$ cat config.mk
export PLATFORM = sky130hd
export DESIGN_NAME = bist_controller_flat
export DESIGN_NICKNAME = d
export VERILOG_FILES = /design/src/rtl/bist_controller_if.sv /design/src/rtl/bist_controller.sv /design/src/flat_wrapper.sv
export SDC_FILE = /design/constraint.sdc
export NUM_CORES = 1
export LEC_CHECK = 0
export CORE_UTILIZATION = 40
export CTS_CLUSTER_DIAMETER = 60
export CTS_CLUSTER_SIZE = 24
export DETAILED_ROUTE_END_ITERATION = 7
export HOLD_SLACK_MARGIN = 0.1
export PLACE_DENSITY = 0.68
export REMOVE_ABC_BUFFERS = 1
export SYNTH_ARGS = -nofsm -noshare
export SYNTH_HDL_FRONTEND = slang
export SYNTH_SLANG_ARGS = --single-unit
$ cat constraint.sdc
create_clock -name clk -period 3.07 [get_ports clk]
set_input_delay 0.614 -clock clk [delete_from_list [all_inputs] [get_ports clk]]
set_output_delay 0.614 -clock clk [all_outputs]
set_load 0.03 [all_outputs]
$ cat src/rtl/bist_controller_if.sv
// Signal bundle between the BIST sequencer and its surroundings: run control,
// status, and the mux/response path of the 6:3 counter under test.
interface bist_controller_if;
    logic       start;
    logic [5:0] func_in;
    logic [2:0] cut_out;
    logic [5:0] cut_in;
    logic       tm;
    logic       busy;
    logic       done;
    logic       pass;
    logic       fail;
    logic [2:0] signature;

    modport slave (
        input  start, func_in, cut_out,
        output cut_in, tm, busy, done, pass, fail, signature
    );

    modport master (
        output start, func_in, cut_out,
        input  cut_in, tm, busy, done, pass, fail, signature
    );
endinterface

$ cat src/rtl/bist_controller.sv
// BIST sequencer for the fast 6:3 counter: drives LFSR patterns, compresses the
// responses into a 3-bit MISR and grades the signature against a golden value.
module bist_controller #(
    parameter int         PAT_COUNT  = 7,
    parameter logic [5:0] LFSR_SEED  = 6'b000001,
    parameter logic [2:0] GOLDEN_SIG = 3'b010
) (
    input  logic             clk,
    input  logic             reset,
    bist_controller_if.slave bus
);

    if (PAT_COUNT < 1 || PAT_COUNT > 63) begin : g_bad_pat_count
        $error("bist_controller: PAT_COUNT must be in 1..63");
    end
    if (LFSR_SEED == 6'd0) begin : g_bad_seed
        $error("bist_controller: LFSR_SEED must be nonzero");
    end

    typedef enum logic [2:0] {
        IDLE,
        SEED,
        APPLY,
        COMPARE,
        DONE
    } state_t;

    localparam logic [5:0] LAST_COUNT = 6'(PAT_COUNT - 1);

    state_t     state;
    state_t     next_state;
    logic [5:0] lfsr;
    logic [5:0] count;
    logic [2:0] misr;
    logic       pass_q;
    logic       fail_q;

    always_ff @(posedge clk) begin
        if (!reset) begin
            state <= IDLE;
        end else begin
            state <= next_state;
        end
    end

    // Pattern generator, response compactor and run counter only move in SEED/APPLY
    always_ff @(posedge clk) begin
        if (!reset) begin
            lfsr  <= LFSR_SEED;
            misr  <= 3'b000;
            count <= 6'd0;
        end else begin
            case (state)
                SEED: begin
                    lfsr  <= LFSR_SEED;
                    misr  <= 3'b000;
                    count <= 6'd0;
                end
                APPLY: begin
                    misr  <= {misr[1], misr[0], misr[2] ^ misr[1]} ^ bus.cut_out;
                    lfsr  <= {lfsr[4:0], lfsr[5] ^ lfsr[0]};
                    count <= count + 6'd1;
                end
                default: ;
            endcase
        end
    end

    // Verdict is latched in COMPARE and dropped on any exit from DONE, so it is only seen in DONE
    always_ff @(posedge clk) begin
        if (!reset) begin
            pass_q <= 1'b0;
            fail_q <= 1'b0;
        end else if (state == COMPARE) begin
            pass_q <= (misr == GOLDEN_SIG);
            fail_q <= (misr != GOLDEN_SIG);
        end else if (next_state != DONE) begin
            pass_q <= 1'b0;
            fail_q <= 1'b0;
        end
    end

    always_comb begin
        next_state = state;
        case (state)
            IDLE:    if (bus.start) next_state = SEED;
            SEED:    next_state = APPLY;
            APPLY:   if (count == LAST_COUNT) next_state = COMPARE;
            COMPARE: next_state = DONE;
            DONE:    if (bus.start) next_state = SEED;
            default: next_state = IDLE;
        endcase
    end

    always_comb begin
        bus.tm        = (state == APPLY);
        bus.busy      = (state == SEED) || (state == APPLY) || (state == COMPARE);
        bus.done      = (state == DONE);
        bus.cut_in    = (state == APPLY) ? lfsr : bus.func_in;
        bus.pass      = pass_q;
        bus.fail      = fail_q;
        bus.signature = misr;
    end

endmodule
$ cat src/flat_wrapper.sv
// flat-port wrapper written by rule: the top's interface ports become plain ports
module bist_controller_flat 
#(
    parameter int         PAT_COUNT  = 7,
    parameter logic [5:0] LFSR_SEED  = 6'b000001,
    parameter logic [2:0] GOLDEN_SIG = 3'b010
)
  (clk, reset, bus_start, bus_func_in, bus_cut_out, bus_cut_in, bus_tm, bus_busy, bus_done, bus_pass, bus_fail, bus_signature);
  bist_controller_if bus_i ();
  input  logic clk;
  input  logic reset;
  input wire logic [$bits(bus_i.start)-1:0] bus_start;
  input wire logic [$bits(bus_i.func_in)-1:0] bus_func_in;
  input wire logic [$bits(bus_i.cut_out)-1:0] bus_cut_out;
  output wire logic [$bits(bus_i.cut_in)-1:0] bus_cut_in;
  output wire logic [$bits(bus_i.tm)-1:0] bus_tm;
  output wire logic [$bits(bus_i.busy)-1:0] bus_busy;
  output wire logic [$bits(bus_i.done)-1:0] bus_done;
  output wire logic [$bits(bus_i.pass)-1:0] bus_pass;
  output wire logic [$bits(bus_i.fail)-1:0] bus_fail;
  output wire logic [$bits(bus_i.signature)-1:0] bus_signature;
  assign bus_i.start = bus_start;
  assign bus_i.func_in = bus_func_in;
  assign bus_i.cut_out = bus_cut_out;
  assign bus_cut_in = bus_i.cut_in;
  assign bus_tm = bus_i.tm;
  assign bus_busy = bus_i.busy;
  assign bus_done = bus_i.done;
  assign bus_pass = bus_i.pass;
  assign bus_fail = bus_i.fail;
  assign bus_signature = bus_i.signature;
  bist_controller #(.PAT_COUNT(PAT_COUNT), .LFSR_SEED(LFSR_SEED), .GOLDEN_SIG(GOLDEN_SIG)) u_core (.clk(clk), .reset(reset), .bus(bus_i));
endmodule
After elaboration in Yosys (flattened, before gate mapping)
Cells that the tools add are included.
{"block": "totals", "input_bits": 12, "out_inout_bits": 14, "register_bits": 20}
{"block": "op_classes", "muxes": 10, "bitwise_logic": 3, "n_reduce_logical": 6, "add_sub_neg": 1, "n_eq_ne": 8}
{"op": "6-bit one-hot mux with 2 select lines", "count": 2}
{"op": "3-bit one-hot mux with 4 select lines", "count": 1}
{"op": "3-bit by 2-bit equality test with 1-bit output, second input constant", "count": 3}
{"op": "6-bit by 1-bit adder with 6-bit output, second input constant", "count": 1}
{"op": "6-bit by 3-bit equality test with 1-bit output, second input constant", "count": 1}
{"op": "3-bit two-way mux", "count": 2}
{"op": "6-bit two-way mux", "count": 1}
{"op": "3-bit one-hot mux with 2 select lines", "count": 1}
{"op": "2-bit nonzero test", "count": 2}
{"op": "3-bit by 1-bit equality test with 1-bit output, second input constant", "count": 1}
{"op": "3-bit equality test, second input constant", "count": 1}
{"op": "3-bit logical NOT", "count": 1}
{"op": "1-bit two-way mux", "count": 3}
{"op": "3-bit by 2-bit inequality test with 1-bit output, second input constant", "count": 1}
{"op": "3-bit inequality test, second input constant", "count": 1}
{"op": "3-bit bitwise XOR", "count": 1}
{"op": "1-bit logical OR", "count": 2}
{"op": "2-bit OR reduction", "count": 1}
{"op": "1-bit bitwise XOR", "count": 2}

Logic depth before layout (Yosys ltp)
{"block": "logic_depth", "depth_word": 6, "ltp_mapped": 6, "depth_no_buf": 5}

Least setup slack after synthesis
OpenSTA, ideal clock, no wires.
{"block": "synth_timing", "kind": "reg2out", "from": "register u_core.state[0]", "to": "output port bus_cut_in[0]", "required_ps": 2456, "stages_incl_launch_ff": 7, "slack_ps": 1100, "arrival_ps": 1356, "cell_sequence": "dfxtp_1 > or3b_1 > buf_6 > clkinv_8 > buf_8 > nand2_1 > nand2_1"}
{"block": "synth_via", "elab_chain_len": 2}
{"element": "start, declared", "line_no": "bist_controller.sv:30", "text": "state_t state;"}
{"element": "start signal, assigned", "line_no": "bist_controller.sv:42", "text": "state <= next_state;"}
{"element": "3-bit by 2-bit equality test with 1-bit output"}
{"element": "named net bus_tm", "line_no": "flat_wrapper.sv:16", "text": "output wire logic [$bits(bus_i.tm)-1:0] bus_tm;"}
{"element": "6-bit two-way mux", "line_no": "bist_controller.sv:99", "text": "bus.cut_in = (state == APPLY) ? lfsr : bus.func_in;"}
{"element": "end, declared", "line_no": "flat_wrapper.sv:15", "text": "output wire logic [$bits(bus_i.cut_in)-1:0] bus_cut_in;"}
The timed path passes the listed nets, and every way through them passes these cells.

Worst setup path after layout
{"block": "layout_timing", "from": "register u_core.state[1]", "to": "output port bus_cut_in[0]"}
{"block": "layout_via", "elab_chain_len": 2}
{"element": "3-bit by 2-bit equality test with 1-bit output", "line_no": "bist_controller.sv:99"}
{"element": "6-bit two-way mux", "line_no": "bist_controller.sv:99"}
Every way passes these cells.

==> summary.md <==
| Metric | Value |
|---|---|
| Layout cells sized above 1 | `0.0634` |
| Mean Syn Cell Area | `8.30 um2` |
| Final setup vio count | `0` |
| Initial antenna violation count | `0` |
| Die ar. | `0.00265 mm2` |
| Unique masters post-synth | `31` |
| CP Max Fanout | `17` |
| Crit Path Class | `flop to primary output` |
| Post-detail-place hpwl | `1340 um` |
| Max clock buf depth | `2` |
| Outcome | `complete, no violations` |
| Relative slew slack | `0.639` |
| Num Clock Sinks | `20` |
| Mapped cell area | `980 um2` |
| Commonest non-fill, non-tap cell in the layout | `clkdlybuf4s50_1` |
| Row count | `17` |
| Sequential power share | `0.512` |
| Starting Density | `0.435` |
| Fmax | `360 MHz` |
| Setup crit start kind | `flop` |
| Final Slew Violations | `0` |
| Minimum clock period | `2.78 ns` |
| Die Span Y | `51.5 um` |
| Total Wirelength | `1990 um` |
| Post-synthesis sequential area ratio | `0.409` |
| Antenna cells | `0` |
| Grt ovf | `0` |
| Total CTS buffers | `3` |
| Count of input and output buffers | `25` |
| Most frequent cells in the layout | `clkdlybuf4s50_1, nand2_1, dfxtp_1` |
| Sw frac | `0.279` |
| P_sw | `0.150 mW` |
| Hold WC Path Type | `flop to flop` |
| Internal power | `0.386 mW` |
| First-pass GRT wire length | `3460 um` |
| Core area | `0.00225 mm2` |
| DRT iter0 DRCs | `23` |
| Largest net degree at the start of global routing | `20` |
| CTS H-tree depth | `1` |
| Critical path required time | `2.46 ns` |
| DRC Markers | `0` |
| CTS clk-pin slew, worst paths | `0.11 ns` |
| GRT Resource Usage Total | `0.170` |
| GPL Wtd Cong | `0.720` |
| Drt wl/cell | `11.7 um` |
| Yosys Warn Count | `0` |
| Fillers | `230` |
| Hold_buf cts | `0` |
| Die X | `51.5 um` |
| Area of the multi-input gates | `508 um2` |
| Slew of the pin with the lowest slew margin | `0.534 ns` |
| RSZ-0062 raised after global routing | `no` |
| Core Util, Final | `0.561` |
| Num ports | `26` |
| Max Cap Viol | `0` |
| Flops & latches, synth | `20` |
| Leakage | `0.504 nW` |
| Clock group share of total power | `0.279` |
| Post_cts resized | `0` |
| Clock Tree Root | `clkbuf_4` |
| Hold Vio Cnt, Final | `0` |
| Mapped Cells | `118` |
| Routed vias/inst | `5.25` |
| Vias | `893` |
| CP arrival | `2.16 ns` |
| Register Area | `400 um2` |
| Area Growth Syn to Fin | `29.1%` |
| Vias in the first global route | `786` |
| Clk_skew | `0.00640 ns` |
| Pre-antenna DRT Iters | `4` |
| Worst-skew pair later-pin latency | `0.29 ns` |
| Hold_ws | `0.466 ns` |
| CTS tree | `built` |
| Worst setup EP type | `primary output` |
| Antenna-violating nets left | `0` |
| VDD IR-drop max | `0.232 mV` |
| Combinational Power Share | `0.209` |
| Post-CTS Setup Bufs | `0` |
| Nets | `157` |
| Cell Pwr Density | `423 mW/mm2` |
| Total negative slack | `0 ns` |
| Fin crit share | `0.905` |
[path summary, 6_finish.rpt]
kind | end | depth (start not counted) | from | slack (ns)
max | bus_cut_in[0] | 5 | u_core.state[1]$_SDFF_PN0_ | 0.29
min | u_core.bus.pass$_SDFFE_PN0P_ | 2 | u_core.bus.pass$_SDFFE_PN0P_ | 0.47
max reg2reg | u_core.count[2]$_SDFFE_PN0P_ | 4 | u_core.state[1]$_SDFF_PN0_ | 1.55
min reg2reg | u_core.bus.pass$_SDFFE_PN0P_ | 2 | u_core.bus.pass$_SDFFE_PN0P_ | 0.47
[routing by layer]
layer  up-vias  GRT usage  share of wire
met3         2     0.0263          0.044
met5         -          0              0
met2        21      0.260           0.46
met1       410      0.243           0.49
li1        460          -              -
met4         0     0.0541         0.0065
[cell families after synthesis]
| logic type | after synthesis | share of synthesized area |
|---|---|---|
| AO/OA/AOI/OAI | 20 | 0.130 |
| XOR/XNOR | 4 | 0.0358 |
| adder cells (fa/ha/maj) | 2 | 0.0255 |
| buffers and inverters | 10 | 0.0728 |
| flip-flops | 20 | 0.409 |
| multiplexers | 3 | 0.0307 |
| AND/OR/NAND/NOR | 59 | 0.296 |
[Yosys cell counts (all sizes together)]
master,number,area (um2)
a211oi,1,7.51
a21oi,13,65.1
a221oi,1,8.76
a311oi,1,15.0
a32oi,1,8.76
and2,1,6.26
and3,2,12.5
buf,4,36.3
clkbuf,2,7.51
clkinv,1,16.3
dfxtp,20,400
ha,2,25.0
inv,3,11.3
mux2i,3,30.0
nand2,24,90.1
nand2b,5,33.8
nand3,11,55.1
nand4,4,25.0
nor2,7,26.3
nor2b,1,6.26
nor4b,2,17.5
o21ai,1,5.00
o311ai,1,8.76
o32ai,1,8.76
or3b,2,17.5
xnor2,1,8.76
xor2,3,26.3
[registers in the layout, indices dropped and copies added, names as in the netlist]
register / flops
u_core.lfsr: 6
u_core.bus.pass: 1
u_core.bus.signature: 3
u_core.count: 6
u_core.bus.fail: 1
u_core.state: 3
[power by group through the flow]
stage | logic [mW] | clock network (mW) | registers [mW]
after floorplan | 0.0599 | 0 | 0.282
after global placement | 0.112 | 0 | 0.280
after detailed placement | 0.112 | 0 | 0.280
after CTS | 0.113 | 0.154 | 0.274
after global routing | 0.121 | 0.163 | 0.276
final | 0.112 | 0.149 | 0.274
[final cells by class]
class / count / area share
tap: 28 / 0.0277
multi-input combinational: 88 / 0.402
inverter: 4 / 0.0218
sequential: 20 / 0.317
clock buffer: 4 / 0.0287
timing repair buffer: 26 / 0.204
[metrics by stage]
| stage | setup slack (ns) | cell area (um2) | power [mW] | std cells |
|---|---|---|---|---|
| detailed placement | 0.607 | 1230 | 0.392 | 166 |
| CTS | 0.281 | 1260 | 0.540 | 170 |
| global placement | 0.621 | 1230 | 0.391 | 166 |
| finish | 0.293 | 1260 | 0.535 | 170 |
| global route | 0.191 | 1260 | 0.560 | 170 |
| floorplan | 0.991 | 936 | 0.342 | 112 |
[critical path, cell delays in order, from the launching register on]
cell	delay (ns)
dfxtp_1	0.42
or3b_1	0.48
buf_4	0.24
nand2_1	0.08
nand2_1	0.05
clkdlybuf4s50_1	0.59
(Power assumes the default switching activity.)
